$ cat config.mk
export PLATFORM = sky130hd
export DESIGN_NAME = fir_inverse_filter
export DESIGN_NICKNAME = d
export VERILOG_FILES = /design/src/rtl/fir_inverse_filter_pkg.sv /design/src/rtl/fir_inverse_filter_sat_clamp.sv /design/src/rtl/fir_inverse_filter.sv
export SDC_FILE = /design/constraint.sdc
export NUM_CORES = 1
export LEC_CHECK = 0
export ABC_AREA = 1
export CORE_MARGIN = 2
export CORE_UTILIZATION = 45
export CTS_CLUSTER_DIAMETER = 120
export DETAILED_ROUTE_END_ITERATION = 12
export PLACE_DENSITY = 0.7
export SLEW_MARGIN = 25
export SYNTH_ARGS = -nofsm -noshare
export SYNTH_HDL_FRONTEND = slang
export SYNTH_SLANG_ARGS = --single-unit
$ cat constraint.sdc
create_clock -name CLK -period 5.9 [get_ports CLK]
set_input_delay 0.59 -clock CLK [delete_from_list [all_inputs] [get_ports CLK]]
set_output_delay 0.59 -clock CLK [all_outputs]
set_load 0.01 [all_outputs]
$ cat src/rtl/fir_inverse_filter_pkg.sv
// Shared definitions for the inverse FIR filter: FSM encoding,
// saturation bounds and the saturated-output counter limit.
package fir_inverse_filter_pkg;

  typedef enum logic {
    UNCFG = 1'b0,
    RUN   = 1'b1
  } state_t;

  localparam int SAT_COUNT_MAX = 255;

  // Largest value representable in a signed word of width wl.
  function automatic int sat_hi(input int wl);
    return (1 << (wl - 1)) - 1;
  endfunction

  // Smallest value representable in a signed word of width wl.
  function automatic int sat_lo(input int wl);
    return -(1 << (wl - 1));
  endfunction

endpackage

$ cat src/rtl/fir_inverse_filter_sat_clamp.sv
// Signed saturation of a wide accumulator down to the output sample width,
// with a flag raised whenever clamping took place.
module sat_clamp
  import fir_inverse_filter_pkg::*;
#(
  parameter int IN_W  = 12,
  parameter int OUT_W = 4
) (
  input  logic signed [IN_W-1:0]  acc,
  output logic signed [OUT_W-1:0] sat_out,
  output logic                    sat
);

  localparam logic signed [IN_W-1:0]  HI_W = IN_W'(sat_hi(OUT_W));
  localparam logic signed [IN_W-1:0]  LO_W = IN_W'(sat_lo(OUT_W));
  localparam logic signed [OUT_W-1:0] HI_N = OUT_W'(sat_hi(OUT_W));
  localparam logic signed [OUT_W-1:0] LO_N = OUT_W'(sat_lo(OUT_W));

  // Clamp to the output range; in-range values pass through by truncation.
  always_comb begin
    sat_out = acc[OUT_W-1:0];
    sat     = 1'b0;
    if (acc > HI_W) begin
      sat_out = HI_N;
      sat     = 1'b1;
    end else if (acc < LO_W) begin
      sat_out = LO_N;
      sat     = 1'b1;
    end
  end

endmodule

$ cat src/rtl/fir_inverse_filter.sv
// Inverse of a monic 3-tap FIR: recovers x[n] = y[n] - h1*x[n-1] - h2*x[n-2]
// with saturated feedback, valid/ready handshakes and a saturation counter.
module fir_inverse_filter
  import fir_inverse_filter_pkg::*;
#(
  parameter int WL   = 4,
  parameter int WL_C = 4,
  parameter int WL_Y = 10
) (
  input  logic                   CLK,
  input  logic                   RST_n,
  input  logic                   coef_load,
  input  logic signed [WL_C-1:0] coef_h1,
  input  logic signed [WL_C-1:0] coef_h2,
  input  logic                   clear,
  input  logic                   y_valid,
  input  logic signed [WL_Y-1:0] y,
  output logic                   y_ready,
  output logic                   x_valid,
  output logic signed [WL-1:0]   x,
  input  logic                   x_ready,
  output logic                   x_sat,
  output logic [7:0]             sat_count
);

  localparam int PROD_W = WL_C + WL;
  localparam int ACC_W  = WL_Y + 2;
  localparam logic [7:0] CNT_MAX = 8'(SAT_COUNT_MAX);

  state_t state, next_state;

  logic signed [WL_C-1:0]   h1, h2;
  logic signed [WL-1:0]     hist1_p1, hist2_p1;
  logic signed [PROD_W-1:0] prod1_p0, prod2_p0;
  logic signed [ACC_W-1:0]  acc_p0;
  logic signed [WL-1:0]     x_p0;
  logic                     sat_p0;
  logic                     in_xfer, out_xfer;

  assign y_ready  = (state == RUN) && !coef_load && !clear && (!x_valid || x_ready);
  assign in_xfer  = y_valid && y_ready;
  assign out_xfer = x_valid && x_ready;

  // ---- stage 0: feedback products, accumulate, saturate ----
  always_comb begin
    prod1_p0 = h1 * hist1_p1;
    prod2_p0 = h2 * hist2_p1;
    acc_p0   = ACC_W'(y) - ACC_W'(prod1_p0) - ACC_W'(prod2_p0);
  end

  sat_clamp #(
    .IN_W  (ACC_W),
    .OUT_W (WL)
  ) u_sat_clamp (
    .acc     (acc_p0),
    .sat_out (x_p0),
    .sat     (sat_p0)
  );

  // FSM state register.
  always_ff @(posedge CLK or negedge RST_n) begin
    if (!RST_n) state <= UNCFG;
    else        state <= next_state;
  end

  // Next state: only a coefficient load leaves (or re-enters) RUN.
  always_comb begin
    next_state = state;
    if (coef_load) next_state = RUN;
  end

  // ---- stage 1: coefficients, history, output register and counter ----
  always_ff @(posedge CLK or negedge RST_n) begin
    if (!RST_n) begin
      h1        <= '0;
      h2        <= '0;
      hist1_p1  <= '0;
      hist2_p1  <= '0;
      x         <= '0;
      x_valid   <= 1'b0;
      x_sat     <= 1'b0;
      sat_count <= '0;
    end else if (coef_load) begin
      h1       <= coef_h1;
      h2       <= coef_h2;
      hist1_p1 <= '0;
      hist2_p1 <= '0;
      x_valid  <= 1'b0;
    end else if (clear) begin
      hist1_p1 <= '0;
      hist2_p1 <= '0;
      x_valid  <= 1'b0;
    end else if (in_xfer) begin
      x        <= x_p0;
      x_sat    <= sat_p0;
      x_valid  <= 1'b1;
      hist2_p1 <= hist1_p1;
      hist1_p1 <= x_p0;
      if (sat_p0 && sat_count != CNT_MAX) sat_count <= sat_count + 8'd1;
    end else if (out_xfer) begin
      x_valid <= 1'b0;
    end
  end

endmodule
==> results.cfg <==
[outcome]
status = finished, final reports clean

[critical_path]
worstPathMaxFanout = 6
worstPathRequired_ns = 6.09
cp_common_cell = nand2_1
ff2ff_setup_slack_ns = 0.63
path_class = register to register
worst_path_dominant_cell_family = adder cells
cp_slowest_stage_delay_ns = 0.57
critPathLaunchType = register
path_cells = nand2_1 > inv_1 > fa_1 > inv_1 > fa_1 > fa_1 > fa_1 > inv_1 > fa_1 > inv_1 > ha_1 > a21oi_2 > nand2_1 > nand2_1 > nand3_1 > nand2_1 > nand2_1 > nor2_1 > nand3_1 > a21oi_1 > nand2_1 > o21ai_0
rr_worst_depth = 22
crit_cells = 22
crit_buf_inv = 4
end_kind = register
slowest_stage = fa_1
worstPathArrival_ns = 5.47

[global_route]
grt_pass1_wl_um = 13280
grt_pass1_vias = 2907
grt.overflow.total = 0
antenna_found_initial = 0
grtUsageTotal_pct = 18.64
grt_max_degree = 32

[placed_design]
dp_hpwl_um = 6656
routabilityCongestion = 0.8333
io_buffers = 38

[timing]
fmax_ghz = 0.1896
skew_ns = 0.006836
tightest_slew_ns = 0.4652
timing_max_transition_violations_final = 0
hold_viol_final = 0
tns_ns = 0
finalSetupViolCount = 0
whs_ns = 0.4667
fin_crit_ns = 5.275
timing.final.crit_share_pct = 89.40
rsz0062_at_grt = false
max_slew_margin_pct = 68.89

[floorplanning]
design.die.area_um2 = 9155
die_w_um = 95.68
core_um2 = 8175
io_pins = 39
placementRows = 33
die_h_um = 95.68
initial_utilization_pct = 46.27

[clocking]
path_clk_slew_ns = 0.06
cts_tree = done
htreeDepth = 2
holdBufCountCts = 0
cts_root_buffer = clkbuf_8
numCtsBuffers = 5
clockBufferDepth = 2
cts_resized = 0
numClockSinks = 31
clkLatencyLatePin_ns = 0.29
post_cts_buffers = 0

[drt]
num_vias = 2980
postRouteAntennaNets = 0
wl_per_cell_um = 12.59
drc = 0
drt_iter0_drc = 114
drt-pass1-iter-count = 4
finalWirelength_um = 7859
avgViaCountPerCell = 4.776

[synthesis]
syn_inst = 475
syn-num-nets = 576
syn-cell-area_um2 = 3782
async_flop_share_pct = 100.0
avgSynthCellArea_um2 = 7.963
ys_warn_count = 0
ys.flop_type = dfrtp_1
synth.distinct_cells = 33
synth_edf_count = 0
yosysSeqAreaShare_pct = 20.51
ys_ff_latch = 31

[cells_and_area]
syn_to_final_growth_pct = 16.21
layout_common_cells = 128 x nand2_1, 117 x inv_1, 44 x fa_1, 38 x clkdlybuf4s50_1, 33 x ha_1
diodes = 0
drive_above_1_share_pct = 7.514
nNetsFinal = 620
final_common_cell = nand2_1

[worst_hold_path]
hold_path_class = register to register
min_path_cells = 1

[flow_run]
drv_cap = 0
[routing by layer]
metal | vias to the layer above | routed length (um) | global-route usage, %
met5 | - | 0 | 0
met4 | 0 | 78 | 3.690
met3 | 8 | 339 | 3.004
met2 | 64 | 3799 | 31.00
met1 | 1403 | 3642 | 25.85
li1 | 1505 | - | -
[final timing paths]
check / start / end
worst max-delay path: hist2_p1[1] / hist1_p1[1]
worst min-delay path: state / state
worst max register to register: hist2_p1[1] / hist1_p1[1]
worst min register to register: state / state
max in group asynchronous: RST_n / sat_count[0]
min in group asynchronous: RST_n / h1[3]
[synthesized netlist by cell type (all sizes together) (2+ instances only)]
| cell | n | area share, % |
|---|---|---|
| nor3 | 2 | 0.26 |
| xor2 | 8 | 2.1 |
| dfrtp | 31 | 21 |
| nand3 | 27 | 4.2 |
| o21ai | 6 | 0.79 |
| nand3b | 2 | 0.40 |
| nand2 | 137 | 15 |
| mux2 | 7 | 2.1 |
| or2 | 2 | 0.33 |
| nor2 | 23 | 2.3 |
| nand4 | 10 | 1.7 |
| fa | 44 | 23 |
| ha | 33 | 11 |
| inv | 122 | 12 |
| a22o | 2 | 0.46 |
| xnor2 | 5 | 1.2 |
| a21oi | 7 | 1.6 |
[layout make-up]
type / count / area [um^2]
clock buffer: 6 / 72.57
clock inverter: 1 / 30.03
fill: 763 / 3780
inverter: 122 / 457.9
multi-input combinational: 320 / 2540
sequential: 31 / 775.7
tap: 105 / 131.4
timing repair buffer: 39 / 387.9
[logic make-up (layout without fill, tap and decap cells)]
group / after synthesis / after routing / synth area share (%)
flops: 31 / 31 / 20.51
simple gates: 205 / 205 / 24.25
compound gates: 18 / 18 / 3.408
fa+ha+maj: 77 / 77 / 34.20
buf+inv: 124 / 168 / 12.34
mux: 7 / 7 / 2.084
xor+xnor: 13 / 13 / 3.209
[sequential cells by signal, summed over array words and instances (netlist names)]
name       count
sat_count      8
h1             4
h2             4
hist1_p1       4
hist2_p1       4
x              4
state          1
x_sat          1
x_valid        1
[stage by stage]
step                      util, %  worst slack, ns  instances  instance area, um^2
after floorplan                 -            1.073        475                 3782
after global placement      52.51           0.7240        617                 4293
after detailed placement    52.51           0.6692        617                 4293
after CTS                   53.76           0.6137        624                 4395
after global routing        53.76           0.1766        624                 4395
final                       53.76           0.6251        624                 4395
Power is not shown: default switching activity piles up to over one toggle a cycle in this logic, so the estimate is an artifact.
==> RTL change 1 (config.mk and constraints unchanged) <==
The parameter `WL_Y` goes from 10 to 11.
--- a/src/rtl/fir_inverse_filter.sv
+++ b/src/rtl/fir_inverse_filter.sv
@@ -5,7 +5,7 @@
 #(
   parameter int WL   = 4,
   parameter int WL_C = 4,
-  parameter int WL_Y = 10
+  parameter int WL_Y = 11
 ) (
   input  logic                   CLK,
   input  logic                   RST_n,
Ports: changed (resized y); port bits go from 39 to 40. The function was not compared with the original's and may differ.
==> RTL change 1 against the unedited design <==
Routed wire length increased by 6.4%; maximum frequency down 2.1%; design area increased by 2.6%; area after synthesis rose by 3.2%; cell count increased by 4.8%; core utilization rose by 0.55 points; sequential cell count unchanged; non-clock buffer count is 1 higher; worst setup slack got worse by 110 ps; count of clock-buffer cells in the layout is 1 lower; critical path type unchanged; highest routed layer unchanged.
==> RTL change 1: results (changes against the unedited design) <==
* Status: complete, no violations
* Setup WS pre-CTS at 526.3 ps (-143.0 ps)
* Nets@finish at 654 (+5.5%)
* Vias in the first global route at 3187 (+9.6%)
* Reg-to-reg slack, setup at 510 ps (-110 ps)
* Synth Area in Adders at 35.00% (+0.80 points)
* Reg-to-Reg Start: hist2_p1[3]
* First-pass GRT wire length at 14910 um (+12%)
* Reg2reg end: sat_count[5]
* Worst hold slack at 462.7 ps (-4.076 ps)
* DPL Wire Length at 7184 um (+7.9%)
* Placer Congestion at 0.9276 (+11%)
* R2R depth at 25 (+14%)
* Sequential share of the synthesized area at 19.87% (-0.64 points)
* Clock Skews at 5.215 ps (-1.621 ps)
* Mux contribution to synthesized area at 2.019% (-0.065 points)
* Top post-synthesis cells by area: fa_1 (24%), dfrtp_1 (20%), nand2_1 (14%)
* Post-synthesis cell type count at 29 (-12%)
* Worst Tran Pin Value at 451.6 ps (-13.58 ps)
* Total wire length at 8363 um (+6.4%)
* # fillers at 766 (+0.39%)
* Synth Area in Compound Gates at 2.468% (-0.94 points)
* Fraction of layout cells with a size suffix above 1 at 5.647% (-1.9 points)
* GRT Total Usage at 19.14% (+0.50 points)
* XOR/XNOR share of the synthesized area at 3.141% (-0.068 points)
* Initial DRC count at 185 (+62%)
* Synthesized Nets at 609 (+5.7%)
-- RTL change 1: cell count changes after synthesis, moves of 2 or more --
cell / unedited run / this run
o21ai_0: 6 / 4
nand3_1: 24 / 20
inv_1: 117 / 131
nor2_1: 22 / 24
inv_2: 5 / 1
nand2_4: 3 / 1
nand4_1: 10 / 15
a21oi_1: 4 / 6
a21oi_4: 2 / 0
nand2_1: 128 / 145
fa_1: 44 / 47
-- RTL change 1: cells by family (layout without fill, tap and decap cells) --
logic type               count (synthesis)  after routing
AND/OR/NAND/NOR                        220            220
multiplexers                             7              7
XOR/XNOR                                14             14
buffers and inverters                  134            180
AO/OA/AOI/OAI                           16             16
adder cells (fa/ha/maj)                 81             81
flip-flops                              31             31
-- RTL change 1: through the flow --
step | power [mW] | cell area, um^2 | util, % | instances
floorplan | 1.456 | 3904 | - | 503
global placement | 1.791 | 4424 | 53.31 | 646
global route | 2.266 | 4508 | 54.32 | 654
detailed placement | 1.835 | 4424 | 53.31 | 646
CTS | 2.010 | 4508 | 54.32 | 654
finish | 2.005 | 4508 | 54.32 | 654
-- RTL change 1: how the worst max path moves through the flow --
stage	slack (ps)	startpoint	end
final	510	hist2_p1[3]	sat_count[5]
after CTS	500	hist2_p1[3]	sat_count[5]
after global routing	170	hist2_p1[3]	sat_count[6]
after global placement	700	hist2_p1[3]	sat_count[6]
after floorplan	1030	h2[3]	sat_count[2]
after detailed placement	530	hist2_p1[3]	sat_count[3]
-- RTL change 1: layout make-up --
cell class | instances | area share (%)
clock buffer | 5 | 1.527
inverter | 132 | 10.99
clock inverter | 3 | 0.3331
sequential | 31 | 17.21
multi-input combinational | 338 | 58.20
timing repair buffer | 40 | 8.826
tap | 105 | 2.914
-- RTL change 1: layer usage --
| layer | wire length, um | GRT usage, % |
|---|---|---|
| met5 | 0 | 0 |
| met4 | 13 | 1.842 |
| met3 | 289 | 3.165 |
| met2 | 4098 | 32.00 |
| met1 | 3961 | 27.28 |
-- RTL change 1: power breakdown --
group / switching, mW / leakage (nW) / internal, mW
logic: 0.970 / 2.05 / 0.576
registers: 0.0432 / 0.396 / 0.252
clock network: 0.0829 / 0.0477 / 0.0806
total: 1.10 / 2.49 / 0.909
-- RTL change 1: worst reg2reg max path, stage by stage (launching register included) --
cell     delay, ps
dfrtp_1        350
inv_1           90
o21ai_0        280
ha_1           330
fa_1           600
inv_1           70
fa_1           590
inv_1           90
fa_1           530
inv_1           50
fa_1           530
inv_1           40
ha_1           370
nand2_1        110
nor2_1         190
nand3_1        150
nand3_1        130
nand2_1         60
nand2_1         60
nor2_1          40
nand3_1        100
nand2_1        100
nand2_4        150
nand3_4        130
nand2_1         90
nand2_1         50
==> RTL change 2 (same flow settings) <==
Made on the original files. Make the reset (`RST_n`) synchronous in 2 clocked blocks.
--- a/src/rtl/fir_inverse_filter.sv
+++ b/src/rtl/fir_inverse_filter.sv
@@ -58,7 +58,7 @@
   );
 
   // FSM state register.
-  always_ff @(posedge CLK or negedge RST_n) begin
+  always_ff @(posedge CLK) begin
     if (!RST_n) state <= UNCFG;
     else        state <= next_state;
   end
@@ -70,7 +70,7 @@
   end
 
   // ---- stage 1: coefficients, history, output register and counter ----
-  always_ff @(posedge CLK or negedge RST_n) begin
+  always_ff @(posedge CLK) begin
     if (!RST_n) begin
       h1        <= '0;
       h2        <= '0;
Formal check against the unedited RTL: differs if RST_n is asserted again (counterexample within 4 cycles, from zero or initial values and one cycle with RST_n low); with RST_n held inactive, the same outputs for 4 cycles.
==> RTL change 2 against the unedited design <==
Routed wire length fell by 1.2%; clock skew fell by 1.8 ps; worst setup slack got worse by 17 ps; design area fell by 3.1%; critical path depth rose by 2; global-route usage rose by 0.46 points; first-iteration DRC count rose by 11%; area after synthesis fell by 2.9%; sequential cell count did not move; via count rose by 2.9%; critical endpoint is now sat_count[0].
Power is left out: it rests on default switching activity, and per cell area and clock period it moved more than threefold.
==> RTL change 2: results (changes against the unedited design) <==
* Worst slew margin at 48.12% (-21 points)
* Synthesized Nets at 610 (+5.9%)
* Ant diodes at 0 (unchanged)
* Setup WS pre-CTS at 609.0 ps (-60.24 ps)
* HP Start: x_sat
* Max reg flops at 8 (unchanged)
* H-tree levels at 2 (unchanged)
* Total CTS buffers at 5 (unchanged)
* Critical Path AT at 5470 ps (about the same)
* Nets@finish at 650 (+4.8%)
* Status: complete, no violations
* Top post-synthesis cells by area: fa_1 (24%), dfxtp_1 (17%), inv_1 (12%)
* Clock transition at the registers of the reported paths at 70 ps
* Worst hold path class: reg2reg
* Fraction of layout cells with a size suffix above 1 at 4.182% (-3.3 points)
* Critical path peak fanout at 9 (+3)
* # fillers at 767 (+0.52%)
* Initial antenna violation count at 0 (unchanged)
* DR WL/cell at 11.91 um (-5.4%)
* Yosys warning total at 0 (unchanged)
* Vias in the first global route at 3014 (+3.7%)
* Slowest stage cell, crit path: fa_1
* Synth Flop Type: dfxtp_1
* Clock Skews at 5.060 ps (-1.777 ps)
* DR vias/cell at 4.702 (-1.5%)
* Reg with most FFs: sat_count
* Clk_lat worst skew at 280 ps
* Inst Count DP at 644 (+4.4%)
* Top post-synthesis cells by count: inv_1 (122), nand2_1 (121), nor2_1 (48)
* Max Cap Violations at 0 (unchanged)
* Sequential share of the synthesized area at 16.90% (-3.6 points)
* Async SR Flop Fraction at 0% (-100 points)
* Cell area after placement at 4158 um^2 (-3.1%)
* Congestion Overflow GR at 0 (unchanged)
* GRT Total Usage at 19.10% (+0.46 points)
* Mapped Cells at 509 (+7.2%)
* CP Launch Type: register
* Post-CTS setup buffer count at 0 (unchanged)
* Root buf cell: clkbuf_8
* First-pass GRT wire length at 13570 um (+2.2%)
* Placer Congestion at 0.8881 (+6.6%)
* Initial DRC count at 127 (+11%)
* Total wire length at 7767 um (-1.2%)
* Hold buffers post-CTS at 0 (unchanged)
* DPL Wire Length at 6613 um (-0.64%)
* Post-synthesis cell type count at 28 (-15%)
* Reg-to-Reg Start: hist2_p1[1]
* Largest net degree at the start of global routing at 19 (-41%)
-- RTL change 2: cell count changes in the layout (fill, tap and decap cells not counted), sizes merged, moves of 2 or more --
cell | unedited run | this run
nand3 | 27 | 29
a21oi | 7 | 20
nand2 | 137 | 127
clkbuf | 6 | 8
mux2 | 7 | 0
o21ai | 6 | 14
nor3 | 2 | 4
nor2 | 23 | 48
a22o | 2 | 0
dfrtp | 31 | 0
inv | 122 | 124
dfxtp | 0 | 31
-- RTL change 2: worst max-delay path: cells and delay by family (launching register included) --
family                     cells  cell delay [ps]
AOI/OAI and AO/OA              2              350
xor gates and xnor gates       1              270
adders and majority gates      6             3000
buffers and inverters          5              350
DFF                            1              350
and+or+nand+nor               10              860
-- RTL change 2: metal layers --
layer | up-vias | part of all wire, % | track usage, %
li1 | 1610 | - | -
met1 | 1401 | 47 | 26.93
met2 | 51 | 49 | 32.32
met3 | 4 | 3.3 | 2.793
met4 | 0 | 0.37 | 2.174
met5 | - | 0 | 0
-- RTL change 2: area by class of cell --
class	count	area, um^2	share of cell area (%)
Multi-Input combinational cell	348	2560	60.12
Sequential cell	31	620.6	14.58
Inverter	125	469.2	11.02
Timing Repair Buffer	38	380.4	8.933
Tap cell	102	127.6	2.997
Clock buffer	8	100.1	2.351
-- RTL change 2: cell families after synthesis --
logic type                 Yosys count  synth area share [%]
and+or+nand+nor                    222                 25.86
buffers and inverters              130                 13.39
adders and majority gates           77                 35.23
AOI/OAI and AO/OA                   36                 5.316
DFF                                 31                 16.90
xor gates and xnor gates            13                 3.305
-- RTL change 2: final timing paths --
path,to,slack (ps),depth (start not counted)
setup / recovery,sat_count[0],610,24
hold / removal,x_sat,470,2
setup reg to reg,sat_count[0],610,24
hold reg to reg,x_sat,470,2
